## config.mk

```make
export PLATFORM = sky130hd
export DESIGN_NAME = capture_readout
export DESIGN_NICKNAME = d
export VERILOG_FILES = /design/src/rtl/capture_readout.sv
export SDC_FILE = /design/constraint.sdc
export NUM_CORES = 1
export LEC_CHECK = 0
export ABC_AREA = 1
export CORE_ASPECT_RATIO = 1.2
export CORE_UTILIZATION = 55
export CTS_CLUSTER_DIAMETER = 40
export DETAILED_ROUTE_END_ITERATION = 7
export PLACE_DENSITY_LB_ADDON = 0.12
export SLEW_MARGIN = 20
export SYNTH_ARGS = -nofsm -noshare
export SYNTH_HDL_FRONTEND = slang
export SYNTH_SLANG_ARGS = --single-unit
```

## constraint.sdc

```tcl
create_clock -name clk -period 7.5 [get_ports clk]
set_clock_uncertainty 0.15 [all_clocks]
set_input_delay 1.5 -clock clk [delete_from_list [all_inputs] [get_ports clk]]
set_output_delay 1.5 -clock clk [all_outputs]
set_load 0.05 [all_outputs]
```

## src/rtl/capture_readout.sv

```systemverilog
// Streams the circular capture memory out oldest-first, selecting one channel lane,
// with a 2-entry output FIFO hiding the sync-read RAM latency behind valid/ready.
module capture_readout #(
  parameter int DATA_WIDTH   = 8,
  parameter int ADDR_WIDTH   = 10,
  parameter int NUM_CHANNELS = 1,
  localparam int CSW = (NUM_CHANNELS > 1) ? $clog2(NUM_CHANNELS) : 1
) (
  input  logic                               clk,
  input  logic                               reset,
  input  logic                               start,
  input  logic [ADDR_WIDTH-1:0]              waddr,
  input  logic [ADDR_WIDTH:0]                length,
  input  logic [CSW-1:0]                     chan_sel,
  output logic                               mem_ren,
  output logic [ADDR_WIDTH-1:0]              mem_raddr,
  input  logic [DATA_WIDTH*NUM_CHANNELS-1:0] mem_rdata,
  output logic                               o_valid,
  input  logic                               o_ready,
  output logic [DATA_WIDTH-1:0]              o_data,
  output logic                               o_last,
  output logic                               busy,
  output logic                               done
);

  typedef enum logic [1:0] {IDLE, READ, DRAIN, DONE} state_t;

  state_t                  state_q, state_d;
  logic [ADDR_WIDTH-1:0]   waddr_q, waddr_d;
  logic [ADDR_WIDTH:0]     len_q, len_d;
  logic [ADDR_WIDTH:0]     last_idx_q, last_idx_d;
  logic [CSW-1:0]          chan_q, chan_d;
  logic [ADDR_WIDTH:0]     issued_q, issued_d;
  logic [ADDR_WIDTH:0]     beat_q, beat_d;
  logic                    rvalid_q, rvalid_d;
  logic [DATA_WIDTH-1:0]   fifo_q [2];
  logic [DATA_WIDTH-1:0]   fifo_d [2];
  logic                    wr_ptr_q, wr_ptr_d;
  logic                    rd_ptr_q, rd_ptr_d;
  logic [1:0]              count_q, count_d;
  logic                    busy_q, busy_d;
  logic                    done_q, done_d;

  logic [DATA_WIDTH-1:0]   lane;
  logic                    push, pop;
  logic [1:0]              credit_used;

  assign o_valid   = (count_q != 2'd0);
  assign o_data    = fifo_q[rd_ptr_q];
  assign o_last    = o_valid && (beat_q == last_idx_q);
  assign busy      = busy_q;
  assign done      = done_q;
  assign mem_raddr = waddr_q + issued_q[ADDR_WIDTH-1:0];

  always_comb begin
    lane = '0;
    for (int k = 0; k < NUM_CHANNELS; k++) begin
      if (chan_q == CSW'(k)) lane = mem_rdata[k*DATA_WIDTH +: DATA_WIDTH];
    end
  end

  // Credit counts the slot freed by this cycle's pop, so o_ready=1 streams without bubbles.
  assign push        = rvalid_q;
  assign pop         = o_valid && o_ready;
  assign credit_used = count_q - {1'b0, pop} + {1'b0, rvalid_q};
  assign mem_ren     = (state_q == READ) && (issued_q < len_q) && (credit_used < 2'd2);

  always_comb begin
    state_d    = state_q;
    waddr_d    = waddr_q;
    len_d      = len_q;
    last_idx_d = last_idx_q;
    chan_d     = chan_q;
    issued_d   = issued_q;
    beat_d     = beat_q;
    rvalid_d   = mem_ren;
    fifo_d     = fifo_q;
    wr_ptr_d   = wr_ptr_q;
    rd_ptr_d   = rd_ptr_q;
    count_d    = count_q + {1'b0, push} - {1'b0, pop};

    case (state_q)
      IDLE: begin
        if (start) begin
          waddr_d    = waddr;
          len_d      = length;
          last_idx_d = length - (ADDR_WIDTH+1)'(1);
          chan_d     = chan_sel;
          issued_d   = '0;
          beat_d     = '0;
          state_d    = (length == '0) ? DONE : READ;
        end
      end
      READ: begin
        if (mem_ren) begin
          issued_d = issued_q + (ADDR_WIDTH+1)'(1);
          if (issued_d == len_q) state_d = DRAIN;
        end
      end
      DRAIN: begin
        if (pop && o_last) state_d = DONE;
      end
      default: state_d = IDLE;
    endcase

    if (pop) begin
      beat_d   = beat_q + (ADDR_WIDTH+1)'(1);
      rd_ptr_d = ~rd_ptr_q;
    end
    if (push) begin
      fifo_d[wr_ptr_q] = lane;
      wr_ptr_d         = ~wr_ptr_q;
    end

    busy_d = (state_d == READ) || (state_d == DRAIN);
    done_d = (state_d == DONE);
  end

  always_ff @(posedge clk) begin
    if (!reset) begin
      state_q    <= IDLE;
      waddr_q    <= '0;
      len_q      <= '0;
      last_idx_q <= '0;
      chan_q     <= '0;
      issued_q   <= '0;
      beat_q     <= '0;
      rvalid_q   <= 1'b0;
      fifo_q[0]  <= '0;
      fifo_q[1]  <= '0;
      wr_ptr_q   <= 1'b0;
      rd_ptr_q   <= 1'b0;
      count_q    <= 2'd0;
      busy_q     <= 1'b0;
      done_q     <= 1'b0;
    end else begin
      state_q    <= state_d;
      waddr_q    <= waddr_d;
      len_q      <= len_d;
      last_idx_q <= last_idx_d;
      chan_q     <= chan_d;
      issued_q   <= issued_d;
      beat_q     <= beat_d;
      rvalid_q   <= rvalid_d;
      fifo_q[0]  <= fifo_d[0];
      fifo_q[1]  <= fifo_d[1];
      wr_ptr_q   <= wr_ptr_d;
      rd_ptr_q   <= rd_ptr_d;
      count_q    <= count_d;
      busy_q     <= busy_d;
      done_q     <= done_d;
    end
  end

endmodule

```

==> Word level (Yosys, flattened, before mapping) <==
Index checks and enable logic that the tools add are counted.
{ "word_totals": {"register_bits": 80, "inputBits": 34, "output_inout_bits": 23} }
{ "classes": {"addsub": 8, "order_cmp": 5, "eq_ne": 9, "mux": 18, "n_bitwise": 4, "reduce_logical": 16} }
{ "ops": {"columns": ["operator", "count"], "rows": [
  ["11-bit two-way mux", 4],
  ["8-bit two-way mux", 5],
  ["11-bit by 1-bit adder with 11-bit output, second input constant", 2],
  ["11-bit equality test", 2],
  ["11-bit case mux with 2 select lines", 1],
  ["16-bit bitwise mux", 1],
  ["11-bit zero test", 1],
  ["11-bit < comparator", 1],
  ["11-bit by 1-bit subtractor with 11-bit output, second input constant", 1],
  ["10-bit adder", 1],
  ["2-bit two-way mux", 5],
  ["8-bit demux with 1-bit select", 1],
  ["2-bit nonzero test", 4],
  ["2-bit equality test, second input constant", 3],
  ["1-bit logical AND", 6],
  ["2-bit case mux with 3 select lines", 1],
  ["2-bit by 1-bit adder with 2-bit output", 2],
  ["2-bit by 1-bit equality test with 1-bit output, second input constant", 2],
  ["2-bit greater-or-equal comparator, second input constant", 2],
  ["2-bit != test, second input constant", 2],
  ["1-bit NOT with 2-bit output", 2],
  ["2-bit AND reduction", 2],
  ["2-bit by 1-bit subtractor with 2-bit output", 2],
  ["3-bit AND reduction", 1],
  ["other kinds (5)", 6]
]} }

==> Longest topological paths before layout <==
Gate-level depths: netlist (run 1).
{ "depth": {"ltp_word": 10, "depth_mapped": 17} }

==> Worst setup path before layout (run 1) <==
Ideal clock, no wire load.
{ "synth_path": {"kind": "input port to output port", "startpoint": "input port o_ready", "endpoint": "output port mem_ren", "arrival_time_ns": 3.103, "slack_ns": 2.747, "cell_stages": 8, "path_cell_list": "nand2_2 > clkinv_1 > ha_1 > inv_1 > ha_1 > xnor2_1 > xnor2_1 > nor2_2"} }
{ "synth_via": {"elab_chain_cells": 5} }
{ "synth_lines": {"columns": ["item", "line_no", "source"], "rows": [
  ["start: declaration", "19", "input logic o_ready,"],
  ["1-bit logical AND", "64", "assign pop = o_valid && o_ready;"],
  ["net pop", "45", "logic push, pop;"],
  ["2-bit by 1-bit subtractor with 2-bit output", "65", "assign credit_used = count_q - {1'b0, pop} + {1'b0, rvalid_q};"],
  ["2-bit by 1-bit adder with 2-bit output", "65", null],
  ["2-bit < comparator", "66", "assign mem_ren = (state_q == READ) && (issued_q < len_q) && (credit_used < 2'd2);"],
  ["1-bit logical AND", "66", null],
  ["end: declaration", "15", "output logic mem_ren,"]
]} }
The timed path passes the listed nets, and every way through them passes these cells.

==> Final worst setup path (run 1) <==
Same ends and word-level chain as after synthesis.

==> key figures, run 1 <==
Status
  – Run status: completed

Clocking
  – CTS tree: built
  – Setup Fix Bufs, Post-CTS: 0
  – H-tree depth: 3
  – CTS Buf Count: 9
  – Sinks on Clock Net: 80
  – Longest Clk Path Bufs: 2
  – Root buf cell: clkbuf_8
  – Cts hold-fix bufs: 0
  – # resized after CTS: 0
  – Clk_lat worst skew: ~370 ps
  – Worst-path clk slew: 80 ps

Timing
  – Sum Neg Setup Slack: 0 ps
  – FMAX: 169 MHz
  – Final Hold Viols: 0
  – Tightest Pin Transition: 1090 ps
  – Final setup violation count: 0
  – Crit share post-route: 78.8%
  – RSZ-0062 raised after global routing: no
  – Min Hold Slack: 316 ps
  – Slew Limit Fails: 0
  – Min Clock Period, post-route: 5910 ps
  – Slew HR: 26.9%

Logic synthesis
  – Most frequently used flop master after synthesis: dfxtp_1
  – Share of the synthesized area in the top cell type: 34.8%
  – Syn_nets: 756
  – Yosys Warn Count: 0
  – Synthesized area: 4610 um^2
  – Distinct cells, synth: 41
  – Yosys top cell by area: dfxtp_1
  – Count leader, synth: nand2_1
  – Post-synth EDFFs: 0
  – Register area share after synthesis: a little over a third
  – Cell count after synthesis: 695
  – Flops & latches, synth: 80
  – Mean area per synthesized cell: 6.63 um^2
  – Synth top area cells: dfxtp_1, nand2_1, nor2_1
  – Ys async rst share: 0%
  – Most frequent cells after synthesis: nand2_1, nor2_1, inv_1

Die
  – Die height: 102 um
  – # rows: 36
  – Initial Util: 56.8%
  – Die Area: 8750 um^2
  – Ports: 57
  – Core Box Area: 8110 um^2
  – Chip width: between 80 and 90 um

Global route
  – Initial antenna violation count: 0
  – Vias in the first global route: 4,167
  – Largest net degree at the start of global routing: 48
  – Gr usage total: between 20% and 30%
  – First-pass GRT wire length: between 15,000 and 20,000 um
  – GRT Residual Overflow: 0

Pwr
  – Leak Pwr: 0.00242 uW
  – Worst VDD drop: between 0.00015 and 0.0002 V
  – P per Cell Area: 225 nW/um^2
  – Power, Total: 1230 uW

Run
  – Max_cap viols: 0

Placement
  – Port Buffer Count: 56
  – Final HPWL DP: about 8500 um
  – Post-DP Area: 5230 um^2
  – GP Congestion: 0.883
  – Placed instance count: 830

Critical path
  – FF-to-FF Start: count_q[1]
  – Arrival @ worst endpoint: 4260 ps
  – R2r worst-path depth: 14
  – CP Max Fanout: 10
  – Worst endpoint required time: 5850 ps
  – Crit. End Element: primary output
  – Nature of the critical path startpoint: primary input
  – FF-to-FF End: issued_q[2]
  – Critical path class: in -> out
  – Crit path from: o_ready
  – FF-to-FF setup slack: 3990 ps

Final layout
  – Multi-input gate area: 2580 um^2
  – N_diodes: 0
  – Nets: 807
  – Fraction of layout cells with a size suffix above 1: under 10%
  – Fill count: 705
  – Non-Filler Instances: 846
  – Area Growth Syn to Fin: 19.1%
  – Storage element area: approximately 1600 um^2
  – Cell area after layout: 5490 um^2

Route
  – Antenna Nets Post-Route: 0
  – Avg WL per Cell: between 10 and 15 um
  – Vias per cell: about 5.4
  – Detailed Routing Iterations Pass 1: 5
  – Total vias in the final route: 4,569
  – 1st-iter DRT viols: 261
  – Total wire length: between 10,000 and 15,000 um
  – DRC violations left: 0

Min path
  – Endpoint, Worst Hold: beat_q[9]
  – Worst hold start: beat_q[9]
  – Worst min path class: reg -> reg
  – Worst hold stages: 2
state kept, by name (all words and copies together) (netlist names), 2 cells and up:
register	count
count_q	2
last_idx_q	11
fifo_q	16
len_q	11
beat_q	11
state_q	2
waddr_q	10
issued_q	11
how the worst max path moves through the flow:
stage,to,slack (ps)
2_1_floorplan,mem_ren,2750
3_3_place_gp,mem_ren,1650
3_5_place_dp,mem_ren,1580
4_1_cts,mem_ren,1620
5_1_grt,mem_ren,1420
6_report,mem_ren,1590
worst max-delay path, stage by stage:
cell	delay (ps)
clkdlybuf4s50_1	410
nand2_2	160
clkinv_1	280
ha_1	370
inv_1	40
ha_1	170
xnor2_1	130
xnor2_1	170
nor2_2	190
clkdlybuf4s50_1	830
stage by stage:
step	util, %	setup slack [ps]
floorplan	-	2750
global placement	64.5	1650
detailed placement	64.5	1580
CTS	67.7	1620
global route	67.7	1420
finish	67.7	1590
kinds of logic (layout without fill, tap and decap cells):
| logic type | after synthesis | in the layout | synth area share, % |
|---|---|---|---|
| buf+inv | 112 | 168 | 9.18 |
| fa+ha+maj | 27 | 27 | 7.49 |
| compound gates | 130 | 130 | 15.1 |
| flops | 80 | 80 | 34.8 |
| xor+xnor | 16 | 16 | 3.04 |
| simple gates | 330 | 330 | 30.4 |
cell type report:
| class | instances | area share, % |
|---|---|---|
| multi-input cells | 503 | 47.1 |
| flip-flops and latches | 80 | 29.2 |
| repair buffers | 58 | 10.5 |
| clock buffers | 11 | 2.76 |
| clock inverters | 5 | 1.87 |
| inverters | 94 | 6.43 |
| well taps | 95 | 2.17 |
cell usage in the layout (no fill, tap or decap), types with 2 or more instances in the layout:
cell,n
bufinv_16,3
nor2_4,3
nor2_2,3
a31oi_1,2
clkbuf_8,11
inv_1,87
xor2_1,11
dfxtp_1,80
clkdlybuf4s50_1,56
buf_4,2
a211oi_1,6
nor4_1,2
ha_1,26
nor3_1,5
o21ai_0,51
xnor2_1,5
nand2_2,5
nand4_1,4
o22ai_1,3
a21oi_1,59
clkinv_1,5
inv_2,2
nor2_1,88
nand3_1,39
o211ai_1,3
and2_1,3
nor3_2,2
nand2_1,169
per-layer routing:
| metal | routed length [um] | track usage, % | up-vias |
|---|---|---|---|
| met5 | 0 | 0 | - |
| met4 | 224 | 12.1 | 0 |
| met3 | 498 | 4.52 | 20 |
| met2 | 6010 | 51.1 | 129 |
| met1 | 4860 | 32.5 | 2078 |
| li1 | - | - | 2342 |
where the power goes:
part	leakage (uW)	switching, uW	total, uW	internal, uW
Sequential	0.000654	30.1	490	460
Combinational	0.00164	225	339	114
Clock	0.000126	167	406	239
No activity file was read; power rests on OpenSTA's default activity.
==> run 2: changes to the inputs <==
CORE_UTILIZATION = 51   (was 55)
clock period = 5.05 ns   (was 7.5 ns; I/O delays follow)
==> key figures, run 2 (synthesized netlist as in run 1, its figures left out) <==
Critical path
  – CP Max Fanout: 6 (was 10)
  – Slowest cell on crit path: clkdlybuf4s50_1 (unchanged)
  – CP peak stage delay: 790 ps (was 830 ps)
  – FF-to-FF Start: count_q[1] (unchanged)
  – Crit path top cell by count: nand2_1
  – Nature of the critical path startpoint: register (was primary input)
  – R2r worst-path depth: 16 (was 14)
  – Arrival @ worst endpoint: 3240 ps (was 4260 ps)
  – Critical-path cell list: ha_1, inv_1, fa_1, o21ai_0, nand2_1, nand2_1, a21oi_1, o21bai_1, a21o_1, nand2_1, nand2_1, clkdlybuf4s50_1 (was clkdlybuf4s50_1, nand2_2, clkinv_1, ha_1, inv_1, ha_1, xnor2_1, xnor2_1, nor2_2, clkdlybuf4s50_1)
  – Critical path class: reg -> out (was in -> out)
  – FF-to-FF End: busy (was issued_q[2])
  – FF-to-FF setup slack: 2040 ps (was 3990 ps)
  – Crit. End Element: primary output (unchanged)
  – Worst endpoint required time: 3890 ps (was 5850 ps)

Timing
  – Crit share post-route: 87.1%
  – Min Clock Period, post-route: between 4000 and 5000 ps
  – RSZ-0062 raised after global routing: no (unchanged)
  – Sum Neg Setup Slack: 0 ps (unchanged)
  – FMAX: 227 MHz
  – Final setup violation count: 0 (unchanged)
  – Setup WS post-layout: 649 ps (was 1590 ps)
  – Slew HR: 59.9% (was 26.9%)
  – Final Hold Viols: 0 (unchanged)
  – Tightest Pin Transition: 599 ps (was 1090 ps)
  – Slew Limit Fails: 0 (unchanged)

Placement
  – Port Buffer Count: 56 (unchanged)
  – Final HPWL DP: 8480 um (was 8470 um)
  – Placed instance count: 854 (was 830)
  – Pre-CTS setup slack: 724 ps (was 1580 ps)
  – GP Congestion: 0.890 (was 0.883)

Final layout
  – Leading cell type in the layout, fill and taps excluded: nand2_1 (unchanged)
  – Nets: 809 (was 807)
  – Final core utilization: 62.8% (was 67.7%)
  – Area Growth Syn to Fin: 18.0% (was 19.1%)
  – Non-Filler Instances: 870 (was 846)
  – Most frequent cells in the layout: nand2_1, nor2_1, inv_1 (unchanged)
  – N_diodes: 0 (unchanged)
  – Biggest register: fifo_q (unchanged)
  – Fraction of layout cells with a size suffix above 1: 5.05% (was 4.79%)
  – Largest register FFs: 16 (unchanged)

Global route
  – Largest net degree at the start of global routing: 45 (was 48)
  – GRT Residual Overflow: 0 (unchanged)
  – Gr usage total: 26.9% (was 28.0%)
  – Vias in the first global route: 4,341 (was 4,167)
  – Initial antenna violation count: 0 (unchanged)
  – First-pass GRT wire length: 19,600 um (was 19,200 um)

Pwr
  – P per Cell Area: 305 nW/um^2 (was 225 nW/um^2)
  – Switching power: 625 uW (was 422 uW)
  – Net Sw Frac: 37.8% (was 34.2%)
  – Power, Total: 1660 uW (was 1230 uW)
  – Reg power frac: 43.8% (was 39.7%)
  – Internal power: 1030 uW (was 812 uW)
  – Clock power frac: 25.6% (was 32.9%)
  – Leak Pwr: 0.00239 uW (was 0.00242 uW)
  – Comb power frac: 30.6% (was 27.5%)
  – Worst VDD drop: 0.000232 V (was 0.000177 V)

Route
  – Total wire length: 11,400 um (was 11,600 um)
  – Avg WL per Cell: 13.1 um (was 13.7 um)
  – DRC violations left: 0 (unchanged)
  – 1st-iter DRT viols: 184 (was 261)
  – Antenna Nets Post-Route: 0 (unchanged)
  – Detailed Routing Iterations Pass 1: 4 (was 5)
  – Vias per cell: 5.11 (was 5.40)
  – Total vias in the final route: 4,450 (was 4,569)

Clocking
  – H-tree depth: 3 (unchanged)
  – CTS tree: built (unchanged)
  – Longest Clk Path Bufs: 2 (unchanged)
  – Clk_lat worst skew: 370 ps (about the same)
  – Root buf cell: clkbuf_8 (unchanged)
  – Cts hold-fix bufs: 0 (unchanged)
  – Sinks on Clock Net: 80 (unchanged)
  – # resized after CTS: 0 (unchanged)
  – Setup Fix Bufs, Post-CTS: 0 (unchanged)
  – Worst-path clk slew: 90 ps (was 80 ps)
  – CTS Buf Count: 9 (unchanged)

Status
  – Run status: completed (unchanged)

Min path
  – Worst hold start: beat_q[9] (unchanged)
  – Worst hold stages: 2 (unchanged)
  – Worst min path class: reg -> reg (unchanged)
  – Endpoint, Worst Hold: beat_q[9] (unchanged)

Die
  – Ports: 57 (unchanged)
  – Die Area: 9420 um^2 (was 8750 um^2)
  – Die height: 106 um (was 102 um)
  – # rows: 37 (was 36)
  – Initial Util: 53.2% (was 56.8%)
  – Core Box Area: 8660 um^2 (was 8110 um^2)
  – Chip width: 88.8 um (was 85.6 um)

Run
  – Max_cap viols: 0 (unchanged)
-- run 2: metrics by stage --
step / hold WS, ps / cell area [um^2]
after floorplan: 288 / 4610
after global placement: 298 / 5270
after detailed placement: 306 / 5270
after CTS: 318 / 5440
after global routing: 340 / 5440
final: 316 / 5440
-- run 2: cell type report --
class / instances / area, um^2
Clock buffer: 10 / 128
Timing Repair Buffer: 60 / 588
Sequential cell: 80 / 1600
Fill cell: 817 / 3220
Multi-Input combinational cell: 503 / 2580
Inverter: 94 / 353
Clock inverter: 6 / 36.3
Tap cell: 117 / 146
-- run 2: routing by layer --
metal	global-route usage (%)	share of wire [%]	wire length [um]
met1	32.7	44	5000
met2	45.8	50	5700
met3	4.50	3.7	419
met4	11.8	2.5	289
met5	0	0	0
-- run 2: critical path: cells and delay by family (launching register included) --
family,cells,cell delay [ps]
adder cells (fa/ha/maj),2,630
AO/OA/AOI/OAI,4,670
flip-flops,1,440
AND/OR/NAND/NOR,4,250
buffers and inverters,2,870
-- run 2: how the worst max path moves through the flow --
stage	startpoint	endpoint	slack (ps)	cells past startpoint
floorplan	o_ready	mem_ren	1280	8
global placement	o_ready	mem_ren	800	10
detailed placement	o_ready	mem_ren	720	10
CTS	issued_q[0]	mem_raddr[8]	620	12
global route	issued_q[0]	mem_raddr[8]	370	12
finish	issued_q[0]	mem_raddr[8]	650	12
-- run 2: power groups by stage --
stage	clock, uW	combinational (uW)	sequential, uW
4_1_cts	429	507	726
3_5_place_dp	0	504	740
2_1_floorplan	0	355	727
3_3_place_gp	0	494	739
5_1_grt	454	559	734
6_report	423	506	726
